### src/rtl/mips_exec_unit_if.sv
// Issue/result bus of the MIPS execute unit.
// The slave side is the execute unit; the master side is the pipeline driving it.
interface mips_exec_unit_if #(
    parameter int DATA_W = 32
);
    logic              in_valid;
    logic              in_ready;
    logic [5:0]        in_opcode;
    logic [DATA_W-1:0] in_rs_data;
    logic [DATA_W-1:0] in_rt_data;
    logic [15:0]       in_imm;
    logic [4:0]        in_rd;
    logic [DATA_W-1:0] in_pc;
    logic              flush;
    logic              out_valid;
    logic              out_ready;
    logic [DATA_W-1:0] out_result;
    logic [4:0]        out_rd;
    logic [DATA_W-1:0] out_store_data;
    logic              out_wb_en;
    logic              out_mem_rd;
    logic              out_mem_wr;
    logic              out_misalign;
    logic              br_taken;
    logic [DATA_W-1:0] br_target;
    logic              halt;
    logic              illegal;

    modport slave (
        input  in_valid, in_opcode, in_rs_data, in_rt_data, in_imm, in_rd, in_pc,
        input  flush, out_ready,
        output in_ready, out_valid, out_result, out_rd, out_store_data, out_wb_en,
        output out_mem_rd, out_mem_wr, out_misalign, br_taken, br_target, halt, illegal
    );

    modport master (
        output in_valid, in_opcode, in_rs_data, in_rt_data, in_imm, in_rd, in_pc,
        output flush, out_ready,
        input  in_ready, out_valid, out_result, out_rd, out_store_data, out_wb_en,
        input  out_mem_rd, out_mem_wr, out_misalign, br_taken, br_target, halt, illegal
    );
endinterface

### src/rtl/mips_exec_unit.sv
// Single-issue MIPS execute stage: 1-cycle ALU/memory/branch ops, a MUL_LAT-cycle
// multiply, one registered result beat with valid/ready backpressure, and halt.
module mips_exec_unit #(
    parameter int DATA_W  = 32,
    parameter int MUL_LAT = 3
) (
    input logic             clk,
    input logic             rst,
    mips_exec_unit_if.slave bus
);
    typedef enum logic [1:0] {IDLE = 2'd0, MUL_BUSY = 2'd1, HOLD = 2'd2, HALTED = 2'd3} state_t;

    typedef struct packed {
        logic [DATA_W-1:0] res;
        logic [4:0]        rd;
        logic [DATA_W-1:0] sdata;
        logic              wb;
        logic              mrd;
        logic              mwr;
        logic              mis;
        logic              brt;
        logic [DATA_W-1:0] btgt;
        logic              halt;
        logic              ill;
    } beat_t;

    localparam logic [5:0] OP_ADD  = 6'd0,  OP_ADDI = 6'd1,  OP_SUB  = 6'd2,  OP_SUBI = 6'd3;
    localparam logic [5:0] OP_MUL  = 6'd4,  OP_MULI = 6'd5,  OP_OR   = 6'd6,  OP_ORI  = 6'd7;
    localparam logic [5:0] OP_AND  = 6'd8,  OP_ANDI = 6'd9,  OP_XOR  = 6'd10, OP_XORI = 6'd11;
    localparam logic [5:0] OP_LWD  = 6'd12, OP_STW  = 6'd13, OP_BZ   = 6'd14, OP_BEQ  = 6'd15;
    localparam logic [5:0] OP_JR   = 6'd16, OP_HALT = 6'd17;
    localparam logic [3:0] LAT_M1  = 4'(MUL_LAT - 1);

    function automatic logic signed [DATA_W-1:0] sext16(input logic [15:0] v);
        return DATA_W'($signed(v));
    endfunction

    state_t                   state_q, state_d;
    logic [3:0]               cnt_q, cnt_d;
    logic                     vld_q, vld_d;
    beat_t                    beat_q, beat_d;
    logic signed [DATA_W-1:0] mul_q, mul_d;
    logic [4:0]               mul_rd_q, mul_rd_d;

    logic signed [DATA_W-1:0] rs, rt, simm, opb, ea, prod;
    logic                     is_mul, in_ready_w, accept;
    beat_t                    dec_beat, mul_beat;

    assign rs     = bus.in_rs_data;
    assign rt     = bus.in_rt_data;
    assign simm   = sext16(bus.in_imm);
    // Odd ALU opcodes are the immediate forms of the even ones.
    assign opb    = (bus.in_opcode[0] && bus.in_opcode <= OP_XORI) ? simm : rt;
    assign ea     = rs + simm;
    assign prod   = rs * opb;
    assign is_mul = (bus.in_opcode == OP_MUL) || (bus.in_opcode == OP_MULI);

    always_comb begin
        dec_beat      = '0;
        dec_beat.rd   = bus.in_rd;
        dec_beat.btgt = bus.in_pc;
        case (bus.in_opcode)
            OP_ADD, OP_ADDI: begin dec_beat.res = rs + opb; dec_beat.wb = 1'b1; end
            OP_SUB, OP_SUBI: begin dec_beat.res = rs - opb; dec_beat.wb = 1'b1; end
            OP_MUL, OP_MULI: begin dec_beat.res = prod;     dec_beat.wb = 1'b1; end
            OP_OR,  OP_ORI:  begin dec_beat.res = rs | opb; dec_beat.wb = 1'b1; end
            OP_AND, OP_ANDI: begin dec_beat.res = rs & opb; dec_beat.wb = 1'b1; end
            OP_XOR, OP_XORI: begin dec_beat.res = rs ^ opb; dec_beat.wb = 1'b1; end
            OP_LWD, OP_STW: begin
                dec_beat.res   = ea >> 2;
                dec_beat.mis   = |ea[1:0];
                dec_beat.sdata = rt;
                dec_beat.wb    = (bus.in_opcode == OP_LWD);
                dec_beat.mrd   = (bus.in_opcode == OP_LWD);
                dec_beat.mwr   = (bus.in_opcode == OP_STW);
            end
            OP_BZ, OP_BEQ: begin
                dec_beat.brt = (bus.in_opcode == OP_BZ) ? (rs == '0) : (rs == rt);
                if (dec_beat.brt) dec_beat.btgt = bus.in_pc + (simm <<< 2);
            end
            OP_JR: begin dec_beat.brt = 1'b1; dec_beat.btgt = rs; end
            OP_HALT: dec_beat.halt = 1'b1;
            default: dec_beat.ill  = 1'b1;
        endcase
    end

    always_comb begin
        mul_beat     = '0;
        mul_beat.res = mul_q;
        mul_beat.rd  = mul_rd_q;
        mul_beat.wb  = 1'b1;
    end

    // A pending halt beat blocks issue so nothing slips in ahead of HALTED.
    assign in_ready_w = (state_q == IDLE) && (!vld_q || (bus.out_ready && !beat_q.halt));
    assign accept     = bus.in_valid && in_ready_w && !bus.flush;

    always_comb begin
        state_d  = state_q;
        cnt_d    = cnt_q;
        vld_d    = vld_q;
        beat_d   = beat_q;
        mul_d    = mul_q;
        mul_rd_d = mul_rd_q;
        if (bus.flush) begin
            state_d = IDLE;
            vld_d   = 1'b0;
            cnt_d   = '0;
        end else begin
            case (state_q)
                IDLE: begin
                    if (vld_q && bus.out_ready) vld_d = 1'b0;
                    if (vld_q && bus.out_ready && beat_q.halt) begin
                        state_d = HALTED;
                    end else if (accept) begin
                        if (is_mul) begin
                            state_d  = MUL_BUSY;
                            mul_d    = prod;
                            mul_rd_d = bus.in_rd;
                            if (MUL_LAT == 1) begin
                                beat_d = dec_beat;
                                vld_d  = 1'b1;
                            end else begin
                                cnt_d  = LAT_M1;
                            end
                        end else begin
                            beat_d = dec_beat;
                            vld_d  = 1'b1;
                        end
                    end else if (vld_q && !bus.out_ready) begin
                        state_d = HOLD;
                    end
                end
                // The multiply result beat is presented while still in MUL_BUSY.
                MUL_BUSY: begin
                    if (vld_q) begin
                        if (bus.out_ready) begin
                            vld_d   = 1'b0;
                            state_d = IDLE;
                        end else begin
                            state_d = HOLD;
                        end
                    end else if (cnt_q <= 4'd1) begin
                        beat_d = mul_beat;
                        vld_d  = 1'b1;
                        cnt_d  = '0;
                    end else begin
                        cnt_d  = cnt_q - 4'd1;
                    end
                end
                HOLD: begin
                    if (bus.out_ready) begin
                        vld_d   = 1'b0;
                        state_d = beat_q.halt ? HALTED : IDLE;
                    end
                end
                HALTED:  vld_d   = 1'b0;
                default: state_d = IDLE;
            endcase
        end
    end

    always_ff @(posedge clk or posedge rst) begin
        if (rst) begin
            state_q  <= IDLE;
            cnt_q    <= '0;
            vld_q    <= 1'b0;
            beat_q   <= '0;
            mul_q    <= '0;
            mul_rd_q <= '0;
        end else begin
            state_q  <= state_d;
            cnt_q    <= cnt_d;
            vld_q    <= vld_d;
            beat_q   <= beat_d;
            mul_q    <= mul_d;
            mul_rd_q <= mul_rd_d;
        end
    end

    assign bus.in_ready       = in_ready_w;
    assign bus.out_valid      = vld_q;
    assign bus.out_result     = beat_q.res;
    assign bus.out_rd         = beat_q.rd;
    assign bus.out_store_data = beat_q.sdata;
    assign bus.out_wb_en      = beat_q.wb;
    assign bus.out_mem_rd     = beat_q.mrd;
    assign bus.out_mem_wr     = beat_q.mwr;
    assign bus.out_misalign   = beat_q.mis;
    assign bus.br_taken       = vld_q & beat_q.brt;
    assign bus.br_target      = beat_q.btgt;
    assign bus.halt           = vld_q & beat_q.halt;
    assign bus.illegal        = vld_q & beat_q.ill;
endmodule

### src/flat_wrapper.sv
// flat-port wrapper written by rule: the top's interface ports become plain ports
module mips_exec_unit_flat 
#(
    parameter int DATA_W  = 32,
    parameter int MUL_LAT = 3
)
  (clk, rst, bus_in_valid, bus_in_opcode, bus_in_rs_data, bus_in_rt_data, bus_in_imm, bus_in_rd, bus_in_pc, bus_flush, bus_out_ready, bus_in_ready, bus_out_valid, bus_out_result, bus_out_rd, bus_out_store_data, bus_out_wb_en, bus_out_mem_rd, bus_out_mem_wr, bus_out_misalign, bus_br_taken, bus_br_target, bus_halt, bus_illegal);
  mips_exec_unit_if #(.DATA_W(DATA_W)) bus_i ();
  input logic clk;
  input logic rst;
  input wire logic [$bits(bus_i.in_valid)-1:0] bus_in_valid;
  input wire logic [$bits(bus_i.in_opcode)-1:0] bus_in_opcode;
  input wire logic [$bits(bus_i.in_rs_data)-1:0] bus_in_rs_data;
  input wire logic [$bits(bus_i.in_rt_data)-1:0] bus_in_rt_data;
  input wire logic [$bits(bus_i.in_imm)-1:0] bus_in_imm;
  input wire logic [$bits(bus_i.in_rd)-1:0] bus_in_rd;
  input wire logic [$bits(bus_i.in_pc)-1:0] bus_in_pc;
  input wire logic [$bits(bus_i.flush)-1:0] bus_flush;
  input wire logic [$bits(bus_i.out_ready)-1:0] bus_out_ready;
  output wire logic [$bits(bus_i.in_ready)-1:0] bus_in_ready;
  output wire logic [$bits(bus_i.out_valid)-1:0] bus_out_valid;
  output wire logic [$bits(bus_i.out_result)-1:0] bus_out_result;
  output wire logic [$bits(bus_i.out_rd)-1:0] bus_out_rd;
  output wire logic [$bits(bus_i.out_store_data)-1:0] bus_out_store_data;
  output wire logic [$bits(bus_i.out_wb_en)-1:0] bus_out_wb_en;
  output wire logic [$bits(bus_i.out_mem_rd)-1:0] bus_out_mem_rd;
  output wire logic [$bits(bus_i.out_mem_wr)-1:0] bus_out_mem_wr;
  output wire logic [$bits(bus_i.out_misalign)-1:0] bus_out_misalign;
  output wire logic [$bits(bus_i.br_taken)-1:0] bus_br_taken;
  output wire logic [$bits(bus_i.br_target)-1:0] bus_br_target;
  output wire logic [$bits(bus_i.halt)-1:0] bus_halt;
  output wire logic [$bits(bus_i.illegal)-1:0] bus_illegal;
  assign bus_i.in_valid = bus_in_valid;
  assign bus_i.in_opcode = bus_in_opcode;
  assign bus_i.in_rs_data = bus_in_rs_data;
  assign bus_i.in_rt_data = bus_in_rt_data;
  assign bus_i.in_imm = bus_in_imm;
  assign bus_i.in_rd = bus_in_rd;
  assign bus_i.in_pc = bus_in_pc;
  assign bus_i.flush = bus_flush;
  assign bus_i.out_ready = bus_out_ready;
  assign bus_in_ready = bus_i.in_ready;
  assign bus_out_valid = bus_i.out_valid;
  assign bus_out_result = bus_i.out_result;
  assign bus_out_rd = bus_i.out_rd;
  assign bus_out_store_data = bus_i.out_store_data;
  assign bus_out_wb_en = bus_i.out_wb_en;
  assign bus_out_mem_rd = bus_i.out_mem_rd;
  assign bus_out_mem_wr = bus_i.out_mem_wr;
  assign bus_out_misalign = bus_i.out_misalign;
  assign bus_br_taken = bus_i.br_taken;
  assign bus_br_target = bus_i.br_target;
  assign bus_halt = bus_i.halt;
  assign bus_illegal = bus_i.illegal;
  mips_exec_unit #(.DATA_W(DATA_W), .MUL_LAT(MUL_LAT)) u_core (.clk(clk), .rst(rst), .bus(bus_i));
endmodule
### config.mk
export PLATFORM = sky130hd
export DESIGN_NAME = mips_exec_unit_flat
export DESIGN_NICKNAME = d
export VERILOG_FILES = /design/src/rtl/mips_exec_unit_if.sv /design/src/rtl/mips_exec_unit.sv /design/src/flat_wrapper.sv
export SDC_FILE = /design/constraint.sdc
export NUM_CORES = 2
export LEC_CHECK = 0
export CAP_MARGIN = 20
export CORE_ASPECT_RATIO = 2
export CORE_MARGIN = 2
export CORE_UTILIZATION = 49
export CTS_CLUSTER_DIAMETER = 30
export DETAILED_ROUTE_END_ITERATION = 8
export DONT_BUFFER_PORTS = 1
export SLEW_MARGIN = 30
export SYNTH_ARGS = -nofsm -noshare
export SYNTH_HDL_FRONTEND = slang
export SYNTH_SLANG_ARGS = --single-unit
### constraint.sdc
create_clock -name clk -period 6.38 [get_ports clk]
set_clock_uncertainty 0.1 [all_clocks]
set_input_delay 0.957 -clock clk [delete_from_list [all_inputs] [get_ports clk]]
set_output_delay 0.957 -clock clk [all_outputs]
set_load 0.01 [all_outputs]
=== Word level (Yosys, flattened, before mapping) ===
Index checks and enable logic that the tools add are counted.

* Add/sub/neg operators: 5
* Multiply operators: 1
* Order comparisons: 2
* Equality and inequality tests: 34
* Muxes and demuxes: 43
* Bitwise logic cells: 8
* Reduce and logical (&&, ||, !) cells: 35

{| class="wikitable"
|+ Operators with widths
! cell !! number
|-
| $mux 108 || 5
|-
| $pmux 32 s7 || 1
|-
| $pmux 108 s2 || 1
|-
| $mux 32 || 3
|-
| $pmux 33 s2 || 1
|-
| $add 32x32->32 || 2
|-
| $eq 6x4->1 const B || 8
|-
| $add 32x16->32 || 1
|-
| $and 32x32->32 || 1
|-
| $eq 32x32->1 || 1
|-
| $logic_not 32->1 || 1
|-
| $mul 32x32->32 || 1
|-
| $or 32x32->32 || 1
|-
| $sub 32x32->32 || 1
|-
| $xor 32x32->32 || 1
|-
| $eq 6x3->1 const B || 4
|-
| $mux 4 || 6
|-
| $mux 2 || 9
|-
| $reduce_or 18->1 || 1
|-
| $reduce_or 2->1 || 9
|-
| $reduce_and 5->1 || 3
|-
| $eq 6x2->1 const B || 2
|-
| $eq 6x5->1 const B || 2
|-
| $mux 1 || 12
|-
| other kinds (28) || 51
|}

* Flip-flop bits (word level): 152
* Bits of input ports: 128
* Output and inout port bits: 110
* Word-level logic and storage cells: 144

=== Logic depth before layout (Yosys ltp) ===
* Word-level depth: 10
* Gate-level depth with buffers: 35
* Mapped depth without buffers: 31

=== Worst setup path before layout ===
OpenSTA, ideal clock, no wires.

* Path type: input port to flip-flop
* Start point: input port bus_in_opcode[5]
* End point: register u_core.beat_q (netlist bit u_core.bus.out_result[29])
* Setup time: 0.082 ns
* Arrival time: 8.641 ns
* Required time: 6.198 ns
* Path slack: -2.443 ns
* Stages: 33
* Buffers on the path: 5
* Cells stage by stage: nor2_2 > and3_1 > buf_6 > buf_6 > mux2_4 > buf_6 > inv_2 > clkbuf_1 > nor2_1 > fa_1 > fa_1 > inv_1 > fa_1 > fa_1 > inv_1 > fa_1 > inv_1 > fa_1 > inv_1 > fa_1 > fa_1 > ha_1 > clkbuf_1 > o21a_1 > o21ai_0 > a221o_1 > a2bb2oi_1 > o31ai_1 > a41oi_1 > nor2b_1 > xnor2_1 > a21oi_1 > a31oi_1

* Longest elaborated chain between the ends: 9
* Elaborated cells between the ends (all ways): 38
* Classes of those cells: add/sub (2); mul (1); order compare (1); eq/ne (14); mux (6); bitwise (3); reduce/logical (11)

{| class="wikitable"
|+ RTL lines
! item !! line !! source
|-
| start, declared || flat_wrapper.sv:12 || <nowiki>input wire logic [$bits(bus_i.in_opcode)-1:0] bus_in_opcode;</nowiki>
|-
| $le 6x4->1 || mips_exec_unit.sv:53 || <nowiki>assign opb = (bus.in_opcode[0] && bus.in_opcode <= OP_XORI) ? simm : rt;</nowiki>
|-
| $logic_and 1x1->1 || mips_exec_unit.sv:53 ||
|-
| $mux 32 || mips_exec_unit.sv:53 ||
|-
| $mul 32x32->32 (tied with other cells) || mips_exec_unit.sv:55 || <nowiki>assign prod = rs * opb;</nowiki>
|-
| $pmux 32 s7 || mips_exec_unit.sv:62 || <nowiki>case (bus.in_opcode)</nowiki>
|-
| $mux 108 || mips_exec_unit.sv:116 || <nowiki>if (is_mul) begin</nowiki>
|-
| $mux 108 || mips_exec_unit.sv:115 || <nowiki>end else if (accept) begin</nowiki>
|-
| $mux 108 || mips_exec_unit.sv:113 || <nowiki>if (vld_q && bus.out_ready && beat_q.halt) begin</nowiki>
|-
| $pmux 108 s2 || mips_exec_unit.sv:110 || <nowiki>case (state_q)</nowiki>
|-
| end signal, assigned || mips_exec_unit.sv:175 || <nowiki>beat_q <= beat_d;</nowiki>
|-
| end, declared || mips_exec_unit.sv:41 || <nowiki>beat_t beat_q, beat_d;</nowiki>
|}

Several ways; a longest one is shown, not always the timed one. The select of a mux whose other input is x is not followed.
A chain may end at the register's enable or synchronous reset.

=== Worst setup path in the final report ===
* Start point: input port bus_in_opcode[5]
* End point: register u_core.mul_q[31]

* Longest elaborated chain between the ends: 4
* Elaborated cells between the ends (all ways): 8
* Classes of those cells: mul (1); order compare (1); eq/ne (2); mux (1); reduce/logical (3)

{| class="wikitable"
|+ RTL lines
! item !! line !! source
|-
| $le 6x4->1 || mips_exec_unit.sv:53 ||
|-
| $logic_and 1x1->1 || mips_exec_unit.sv:53 ||
|-
| $mux 32 || mips_exec_unit.sv:53 ||
|-
| $mul 32x32->32 || mips_exec_unit.sv:55 ||
|-
| end signal, assigned || mips_exec_unit.sv:176 || <nowiki>mul_q <= mul_d;</nowiki>
|-
| end, declared || mips_exec_unit.sv:42 || <nowiki>logic signed [DATA_W-1:0] mul_q, mul_d;</nowiki>
|}

Several ways; a longest one is shown, not always the timed one.

==> flow_metrics.env <==
export IMPL_gp_congestion=1.10
export IMPL_slowest_stage="fa_1"
export IMPL_clk_latency_ns=0.52
export IMPL_cts_sinks=152
export IMPL_violations="setup timing"
export IMPL_numCtsBuffers=25
export IMPL_synth_cell_type_count=88
export IMPL_async_flop_share_pct=100
export IMPL_syn_num_nets=4573
export IMPL_grt_pass1_vias=32000
export IMPL_die_y_um=360
export IMPL_critPathCaptureType="flip-flop"
export IMPL_cts_tree="done"
export IMPL_die_w_um=182
export IMPL_root_buffer="clkbuf_16"
export IMPL_grt_remaining_overflow=0
export IMPL_via_per_inst=6.37
export IMPL_syn_avg_cell_area_um2=8.35
export IMPL_grt_max_degree=99
export IMPL_crit_path_max_fanout=7
export IMPL_drv_cap=0
export IMPL_wl_per_cell_um=33.1
export IMPL_wl_um=157000
export IMPL_rsz0062_at_grt="yes"
export IMPL_yosysTopAreaCellShare_pct=26.5
export IMPL_drive_above_1_share_pct=21.4
export IMPL_seq_area_um2=3800
export IMPL_status="finished, violations left"
export IMPL_max_freq_ghz=0.122
export IMPL_io_pins=238
export IMPL_startpoint_type="input port"
export IMPL_dp_hpwl_um=125000
export IMPL_hold_viol_final=0
export IMPL_synthCells=3723
export IMPL_cp_top_family="adder cells"
export IMPL_synth_top_flop_cell="dfrtp_1"
export IMPL_clkSlewWorstSetupHoldPaths_ns=0.07
export IMPL_ctsHtreeMaxLevel=4
export IMPL_synth_area_um2=31100
export IMPL_final_common_cell="inv_1"
export IMPL_fp_row_count=130
export IMPL_antenna_found_initial=10
export IMPL_crit_buf_inv=5
export IMPL_maxSlewViolCount=0
export IMPL_drt_initial_drc_count=2842
export IMPL_ys_warn_count=0
export IMPL_tightest_slew_ns=1.02
export IMPL_hold_path_class="in2async"
export IMPL_synth_edf_count=0
export IMPL_crit_path_max_incr_delay_ns=0.54
export IMPL_synth_top_area_cell="fa_1"
export IMPL_io_buffers=0
export IMPL_multi_input_area_um2=25500
export IMPL_final_period_utilization_pct=129
export IMPL_cp_common_cell="fa_1"
export IMPL_placed_area_um2=34400
export IMPL_period_minus_slack_ns=8.22
export IMPL_dieArea_um2=65600
export IMPL_core_um2=62800
export IMPL_cp_arrival_ns=8.54
export IMPL_fin_area_um2=37200
export IMPL_synth_area_top_cells="fa_1 (26%), ha_1 (13%), dfrtp_1 (12%)"
export IMPL_grt_usage_pct=48.2
export IMPL_stdcell_count=4748
export IMPL_clockBufferDepth=3
export IMPL_fillers=5653
export IMPL_path_class="in2reg"
export IMPL_area_growth_synth_to_final_pct=19.8
export IMPL_grt_pass1_wl_um=223000
export IMPL_drt_first_pass_iters=7
export IMPL_nNetsFinal=4785
export IMPL_drcViolationCount=0
export IMPL_setup_viol=45
export IMPL_required_ns=6.70
export IMPL_postRouteAntennaNets=0
export IMPL_slew_headroom_pct=31.6
export IMPL_ys_seq_elements=152
export IMPL_initial_core_util_pct=49.5
export IMPL_ys_seq_area_share_pct=12.2
export IMPL_routed_via_count=30200
export IMPL_setup_slack_ns=-1.84
export IMPL_dp_cells=4652
export IMPL_final_cell_mix="inv_1 (478), nor2_1 (442), buf_4 (371)"
## path summary, 6_finish.rpt
| kind | slack [ns] | cells after the start | endpoint | startpoint |
|---|---|---|---|---|
| max reg2reg | 1.28 | 9 | u_core.bus.out_result[1] | u_core.state_q[0] |
| min in group clk | 0.38 | 2 | u_core.mul_q[15] | u_core.mul_q[15] |
| min | 0.31 | 1 | u_core.bus.br_target[11] | rst |
| max | -1.84 | 28 | u_core.mul_q[31] | bus_in_opcode[5] |
| max in group asynchronous | 4.60 | 2 | u_core.mul_q[19] | rst |
| min reg2reg | 0.38 | 2 | u_core.mul_q[15] | u_core.mul_q[15] |
## metrics by stage
| step | util [%] | setup TNS (ns) | hold slack, ns | worst slack, ns |
|---|---|---|---|---|
| floorplan | - | -55.77 | 0.340 | -1.95 |
| global placement | 54.8 | -83.70 | 0.364 | -2.63 |
| detailed placement | 54.8 | -87.04 | 0.368 | -2.69 |
| CTS | 57.1 | -53.95 | 0.382 | -1.66 |
| global route | 59.3 | -64.63 | 0.363 | -1.87 |
| finish | 59.3 | -58.56 | 0.309 | -1.84 |
## area by class of cell
type | instances | share of cell area, %
Inverter | 536 | 5.56
Tap cell | 792 | 2.66
Antenna cell | 15 | 0.101
Clock buffer | 28 | 1.74
Clock inverter | 5 | 0.155
Multi-Input combinational cell | 2755 | 68.4
Sequential cell | 152 | 10.2
Timing Repair Buffer | 465 | 11.1
## state kept, by name, indices dropped and copies added, names as in the netlist
signal / cells
u_core.bus.br_target: 32
u_core.bus.out_result: 32
u_core.bus.out_store_data: 32
u_core.mul_q: 32
u_core.bus.out_rd: 5
u_core.mul_rd_q: 5
u_core.cnt_q: 4
u_core.beat_q: 3
u_core.state_q: 2
u_core.bus.out_mem_rd: 1
u_core.bus.out_mem_wr: 1
u_core.bus.out_misalign: 1
u_core.bus.out_valid: 1
u_core.bus.out_wb_en: 1
## what timing repair did
action	in CTS	in global routing
endpoints found under the setup margin	45	46
pin swaps	50	112
setup buffers	29	31
resized for setup	133	255
hold buffers	0	0
## kinds of logic (layout without fill, tap and decap cells)
kind of cell,Yosys count,after routing,share of synthesized area (%)
AO/OA/AOI/OAI,740,740,15.6
multiplexers,45,45,1.57
flip-flops,152,152,12.2
adder cells (fa/ha/maj),722,722,39.0
XOR/XNOR,205,205,6.00
AND/OR/NAND/NOR,1043,1043,14.3
buffers and inverters,816,1034,11.2
other,0,15,0
## cell usage after synthesis (17+ instances only)
library cell	instances
nand2b_1	20
xor2_1	75
buf_4	102
mux2_2	22
a211oi_1	24
o22ai_1	26
a22o_1	62
xnor2_1	125
nand2_1	358
fa_1	411
buf_1	17
nand3_1	40
ha_1	311
a22oi_1	17
a31oi_1	20
o21ai_0	187
nor2_1	467
a21o_1	57
inv_1	519
clkbuf_1	153
dfrtp_1	152
nor3_1	36
mux2i_1	21
nor4_1	19
o21a_1	20
a221oi_1	21
a21oi_1	173
## per-layer routing
metal  vias up  track usage (%)  share of wire, %
met2      1905             78.8                47
li1      12500                -                 -
met3       916             14.8               9.0
met1     14900             44.0                29
met5         -                0            0.0057
met4         2             56.1                15
Power is left out: the tool's default activity adds up to more than one toggle a clock period on the data nets, which glitch-free logic cannot reach.
